`config.mk`:
```
export PLATFORM = sky130hd
export DESIGN_NAME = cpu_bus_sequencer
export DESIGN_NICKNAME = d
export VERILOG_FILES = /design/src/rtl/cpu_bus_sequencer.sv
export SDC_FILE = /design/constraint.sdc
export NUM_CORES = 1
export LEC_CHECK = 0
export CAP_MARGIN = 5
export CORE_MARGIN = 2
export CORE_UTILIZATION = 29
export DETAILED_ROUTE_END_ITERATION = 12
export GPL_TIMING_DRIVEN = 0
export HOLD_SLACK_MARGIN = 0.05
export SLEW_MARGIN = 20
export SYNTH_ARGS = -nofsm -noshare
export SYNTH_HDL_FRONTEND = slang
export SYNTH_SLANG_ARGS = --single-unit
```
`constraint.sdc`:
```
create_clock -name FPGA_Clock -period 1.66 [get_ports FPGA_Clock]
set_input_delay 0.498 -clock FPGA_Clock [delete_from_list [all_inputs] [get_ports FPGA_Clock]]
set_output_delay 0.498 -clock FPGA_Clock [all_outputs]
set_load 0.02 [all_outputs]
```
`src/rtl/cpu_bus_sequencer.sv`:
```
// CPU external-bus sequencer: synchronizes NCS/NWE/NRD, decodes accesses into control
// registers, waveform-RAM loads and read-back. Optional stuck-access watchdog: CPU_BUS_TIMEOUT_EN.
module cpu_bus_sequencer #(
   parameter int RAM_AW  = 12,
   parameter int TIMEOUT = 255
) (
   input  logic              FPGA_Clock,
   input  logic              FPGA_Reset,
   input  logic              CPU_NCS,
   input  logic              CPU_NWE,
   input  logic              CPU_NRD,
   input  logic [25:0]       CPU_Addr,
   input  logic [15:0]       CPU_Data,
   output logic [15:0]       RD_Data,
   output logic              INOUT_CTRL,
   output logic              Ram_WE,
   output logic [RAM_AW-1:0] Ram_Addr,
   output logic [15:0]       Ram_WData,
   output logic              Run,
   output logic [31:0]       Phase_Inc,
   output logic [15:0]       Amplitude,
   input  logic              Play_Busy
);

   // state      | meaning
   // IDLE       | waiting for a strobe with chip select
   // WR_ARM     | capture address and data
   // WR_HOLD    | wait for NWE or NCS to rise
   // WR_COMMIT  | perform the captured write
   // RD_DRIVE   | FPGA drives the data bus with RD_Data
   // RELEASE    | bus released, wait for all strobes high
   typedef enum logic [2:0] {
      S_IDLE, S_WR_ARM, S_WR_HOLD, S_WR_COMMIT, S_RD_DRIVE, S_RELEASE
   } state_t;

   state_t state, state_nxt;

   logic [1:0]        ncs_sync, nwe_sync, nrd_sync;
   logic              ncs_s, nwe_s, nrd_s, all_high;
   logic              cap_ram;
   logic [2:0]        cap_idx;
   logic [RAM_AW-1:0] cap_ram_addr;
   logic [15:0]       cap_data;
   logic              run_q;
   logic [15:0]       shadow_q, ampl_q, rd_data_q, rd_val;
   logic [31:0]       pinc_q;
   logic              wr_reject, timeout_err;
   logic              tmo_hit, tmo_lock;
   logic              ram_we_c, commit;
   logic              unused_addr;

   assign unused_addr = ^CPU_Addr[24:0];

   always_ff @(posedge FPGA_Clock or negedge FPGA_Reset) begin
      if (!FPGA_Reset) begin
         ncs_sync <= 2'b11;
         nwe_sync <= 2'b11;
         nrd_sync <= 2'b11;
      end else begin
         ncs_sync <= {ncs_sync[0], CPU_NCS};
         nwe_sync <= {nwe_sync[0], CPU_NWE};
         nrd_sync <= {nrd_sync[0], CPU_NRD};
      end
   end

   assign ncs_s    = ncs_sync[1];
   assign nwe_s    = nwe_sync[1];
   assign nrd_s    = nrd_sync[1];
   assign all_high = ncs_s & nwe_s & nrd_s;

`ifdef CPU_BUS_TIMEOUT_EN
   localparam int TW = (TIMEOUT < 2) ? 1 : $clog2(TIMEOUT + 1);

   logic [TW-1:0] tmo_cnt;
   logic          counting;

   assign counting = (state == S_WR_HOLD) || (state == S_RD_DRIVE) || (state == S_RELEASE);
   assign tmo_hit  = counting && (tmo_cnt == '0);

   // Down-counter reloads in IDLE and runs across the whole stretched part of an access.
   always_ff @(posedge FPGA_Clock or negedge FPGA_Reset) begin
      if (!FPGA_Reset) begin
         tmo_cnt  <= '0;
         tmo_lock <= 1'b0;
      end else begin
         if (state == S_IDLE)
            tmo_cnt <= TW'(TIMEOUT);
         else if (counting && tmo_cnt != '0)
            tmo_cnt <= tmo_cnt - TW'(1);

         if (tmo_hit)
            tmo_lock <= 1'b1;
         else if (all_high)
            tmo_lock <= 1'b0;
      end
   end
`else
   logic unused_tmo_cfg;

   assign unused_tmo_cfg = (TIMEOUT == 0);
   assign tmo_hit        = 1'b0;
   assign tmo_lock       = 1'b0;
`endif

   always_ff @(posedge FPGA_Clock or negedge FPGA_Reset) begin
      if (!FPGA_Reset)
         state <= S_IDLE;
      else
         state <= state_nxt;
   end

   always_comb begin
      state_nxt = state;
      case (state)
         S_IDLE: begin
            if (!tmo_lock && !ncs_s && !nwe_s)
               state_nxt = S_WR_ARM;
            else if (!tmo_lock && !ncs_s && !nrd_s)
               state_nxt = S_RD_DRIVE;
         end
         S_WR_ARM:    state_nxt = S_WR_HOLD;
         S_WR_HOLD:   if (nwe_s || ncs_s) state_nxt = S_WR_COMMIT;
         S_WR_COMMIT: state_nxt = S_RELEASE;
         S_RD_DRIVE:  if (nrd_s || ncs_s) state_nxt = S_RELEASE;
         S_RELEASE:   if (all_high) state_nxt = S_IDLE;
         default:     state_nxt = S_IDLE;
      endcase
      if (tmo_hit)
         state_nxt = S_IDLE;
   end

   always_comb begin
      INOUT_CTRL = (state != S_RD_DRIVE);
      commit     = (state == S_WR_COMMIT);
      ram_we_c   = commit && cap_ram && !run_q && !Play_Busy;
   end

   always_comb begin
      rd_val = '0;
      if (!CPU_Addr[25]) begin
         case (CPU_Addr[2:0])
            3'd0:    rd_val = {15'b0, run_q};
            3'd1:    rd_val = shadow_q;
            3'd2:    rd_val = pinc_q[31:16];
            3'd3:    rd_val = ampl_q;
            3'd4:    rd_val = {13'b0, timeout_err, Play_Busy, wr_reject};
            default: rd_val = '0;
         endcase
      end
   end

   always_ff @(posedge FPGA_Clock or negedge FPGA_Reset) begin
      if (!FPGA_Reset) begin
         cap_ram      <= 1'b0;
         cap_idx      <= '0;
         cap_ram_addr <= '0;
         cap_data     <= '0;
         rd_data_q    <= '0;
      end else begin
         if (state == S_WR_ARM) begin
            cap_ram      <= CPU_Addr[25];
            cap_idx      <= CPU_Addr[2:0];
            cap_ram_addr <= CPU_Addr[RAM_AW-1:0];
            cap_data     <= CPU_Data;
         end
         if (state == S_IDLE && state_nxt == S_RD_DRIVE)
            rd_data_q <= rd_val;
      end
   end

   // PINC_HI merges the captured high half with the shadowed low half in one edge.
   always_ff @(posedge FPGA_Clock or negedge FPGA_Reset) begin
      if (!FPGA_Reset) begin
         run_q       <= 1'b0;
         shadow_q    <= '0;
         pinc_q      <= '0;
         ampl_q      <= '0;
         wr_reject   <= 1'b0;
         timeout_err <= 1'b0;
      end else begin
         if (commit && !cap_ram) begin
            case (cap_idx)
               3'd0: run_q    <= cap_data[0];
               3'd1: shadow_q <= cap_data;
               3'd2: pinc_q   <= {cap_data, shadow_q};
               3'd3: ampl_q   <= cap_data;
               3'd4: begin
                  wr_reject   <= 1'b0;
                  timeout_err <= 1'b0;
               end
               default: ;
            endcase
         end
         if (commit && cap_ram && (run_q || Play_Busy))
            wr_reject <= 1'b1;
         if (tmo_hit)
            timeout_err <= 1'b1;
      end
   end

   assign RD_Data   = rd_data_q;
   assign Ram_WE    = ram_we_c;
   assign Ram_Addr  = cap_ram_addr;
   assign Ram_WData = cap_data;
   assign Run       = run_q;
   assign Phase_Inc = pinc_q;
   assign Amplitude = ampl_q;

endmodule

```
==> results_dict.tcl <==
set metrics [dict create \
    cts_max_level 4 \
    drc 0 \
    cts_tree "yes" \
    pin_count 143 \
    worstRegToRegCells 7 \
    yosys.area.top_type "dfrtp_1" \
    path_buf_inv 1 \
    synth_area_leaders "dfrtp_1, mux2_2, dfstp_2" \
    coreArea_um2 17200 \
    place.port_buffers 128 \
    drt.antenna.violating_nets 0 \
    antenna_found_initial 0 \
    ys_warn_count 0 \
    final.setup.worst_slack_ns -0.172 \
    path_clk_slew_ns 0.05 \
    tightest_slew_ns 0.544 \
    gp_congestion 0.717 \
    r2r_slack_ns -0.15 \
    syn_area_um2 5090 \
    path_cells "nor2_2, nand2_2, nor2_4, buf_6" \
    dieHeight_um 136 \
    num-nets-final 578 \
    firstDrtPassIters 5 \
    fin_crit_ns 1.83 \
    fin_crit_sh_pct 110 \
    worstSetupStartpointType "flop" \
    final-hold-violation-count 0 \
    cts_buffer_depth 2 \
    numCtsBuffers 17 \
    root_buffer "clkbuf_16" \
    synth_top_area_share_pct 56.0 \
    vias 3505 \
    crit_fanout 4 \
    final_cell_mix "dfrtp_1, mux2_2, clkdlybuf4s15_1, clkdlybuf4s50_1, buf_4" \
    cp_slowest_cell "dfrtp_1" \
    clock_skew_ns 0.00697 \
    drive_gt1_share_pct 49.9 \
    peakVddDrop_v 0.00103 \
    setup_tns_ns -8.00 \
    dieArea_um2 18600 \
    cp.arrival_ns 1.33 \
    drt_first_iter_violations 165 \
    clock_sinks 120 \
    end_kind "output pin" \
    synthCells 346 \
    clk_latency_ns 0.41 \
    violations "setup timing" \
    finalSetupViolCount 80 \
    syn_to_final_growth_pct 52.4 \
    grt_first_pass_wirelength_um 21200 \
    r2r_end "Amplitude[7]" \
    die_x_um 136 \
    status "complete, but fails checks" \
    drv_slew 0 \
    ys_types 37 \
    viasPerCell 4.56 \
    post_drt_wl_per_cell_um 18.0 \
    grt-ovfl-total 0 \
    cap_violations 0 \
    synth-async-reset-ratio_pct 100 \
    cp_top_family "flip-flops" \
    cts_hold_buf 0 \
    clock.fmax_mhz 546 \
    totalWireLength_um 13900 \
    layout_commonest_cell "dfrtp_1" \
    start_util_pct 29.5 \
    slowest_delay_ns 0.43 \
    critPathKind "flop to output pin" \
    hpwl_um 9050 \
    rsz0062_at_grt "true" \
    synthFlopType "dfrtp_1" \
    slew_headroom_pct 63.7 \
    worst_hold_path_type "input pin to asynchronous set/reset pin" \
    core.rowCount 48 \
    grt_use_total_pct 15.6 \
    synth_edf_count 0 \
    p_leak_nw 3.66 \
    crit_required_ns 1.16 \
    synth.yosys.seq_area_share_pct 59.1 \
    synth.net_count 394 \
    finalPower_mw 13.7 \
    power_density_nw_per_um2 1760 \
    grt_pass1_vias 3712 \
    synth-seq-cells 120 \
    syn-mean-instance-area_um2 14.7 \
    r2r_start "state[2]" \
    diodes 0 \
    grt_max_degree 66 \
]
-- cells by family after synthesis --
group | Yosys count | synth area share (%)
AO/OA/AOI/OAI | 43 | 5.90
XOR/XNOR | 1 | 0.172
buffers and inverters | 20 | 3.32
flip-flops | 120 | 59.1
multiplexers | 111 | 25.2
AND/OR/NAND/NOR | 51 | 6.24
-- sequential cells by signal, summed over array words and instances (netlist names) --
name and cells:
Amplitude 16, cap_idx 2, wr_reject 1, Run 1, state 3, nrd_sync 2
Ram_WData 16, Ram_Addr 10, shadow_q 16, ncs_sync 2, Phase_Inc 32, cap_ram 1
RD_Data 16, nwe_sync 2
-- worst max-delay path by stage --
stage	startpoint	end	slack, ns	cells past startpoint
after floorplan	state[2]	Amplitude[10]	-0.13	7
after global placement	FPGA_Reset	Ram_Addr[11]	-4.57	1
after detailed placement	CPU_Addr[0]	RD_Data[6]	-0.87	5
after CTS	state[2]	Ram_WE	-0.24	4
after global routing	state[2]	Amplitude[6]	-0.22	7
final	Run	Ram_WE	-0.17	4
-- through the flow --
step	cell area (um2)	hold WS, ns	instances	util (%)	setup WS [ns]
floorplan	5090	0.202	346	-	-0.134
global placement	6650	0.345	699	38.6	-4.57
detailed placement	6680	0.347	700	38.8	-0.867
CTS	7660	0.0614	760	44.4	-0.238
global route	7760	0.0720	768	45.0	-0.220
finish	7760	0.0460	768	45.0	-0.172
-- what timing repair did --
item | in CTS | in global routing
pin swaps | 18 | 7
setup endpoints to repair | 177 | 181
setup buffers | 24 | 9
gates resized for setup | 206 | 97
gates cloned | 4 | 0
-- power breakdown --
part | internal (mW) | switching, mW
logic | 2.61 | 2.47
clock network | 2.42 | 1.28
registers | 3.98 | 0.906
total | 9.00 | 4.65
-- cells in the mapped netlist (4+ instances only) --
master	n
a22oi_1	14
buf_6	7
clkbuf_1	6
dfrtp_1	114
dfstp_2	6
mux2_1	4
mux2_2	94
mux2_4	10
nand2_1	23
nor2_1	11
o21ai_0	14
o21ai_2	10
-- routing by layer --
metal	up-vias	track usage [%]	share of wire, %
met5	-	0	0
met4	0	4.57	0.77
met3	10	5.44	6.2
met2	98	26.4	51
met1	1787	18.7	42
li1	1610	-	-
-- worst reg2reg max path, stage by stage (launching register included) --
cell	delay (ns)
dfrtp_2	0.44
nand3b_4	0.20
nor3_4	0.15
buf_4	0.13
and3_4	0.18
buf_12	0.14
buf_12	0.14
mux2_4	0.30
-- area by class of cell --
| class | count | area (um2) |
|---|---|---|
| fill | 1524 | 9480 |
| multi-input combinational | 206 | 1990 |
| sequential | 120 | 3020 |
| clock buffer | 22 | 464 |
| buffer | 19 | 230 |
| timing repair buffer | 166 | 1650 |
| tap | 225 | 282 |
| clock inverter | 10 | 125 |
Power figures use the tool's default switching activity.
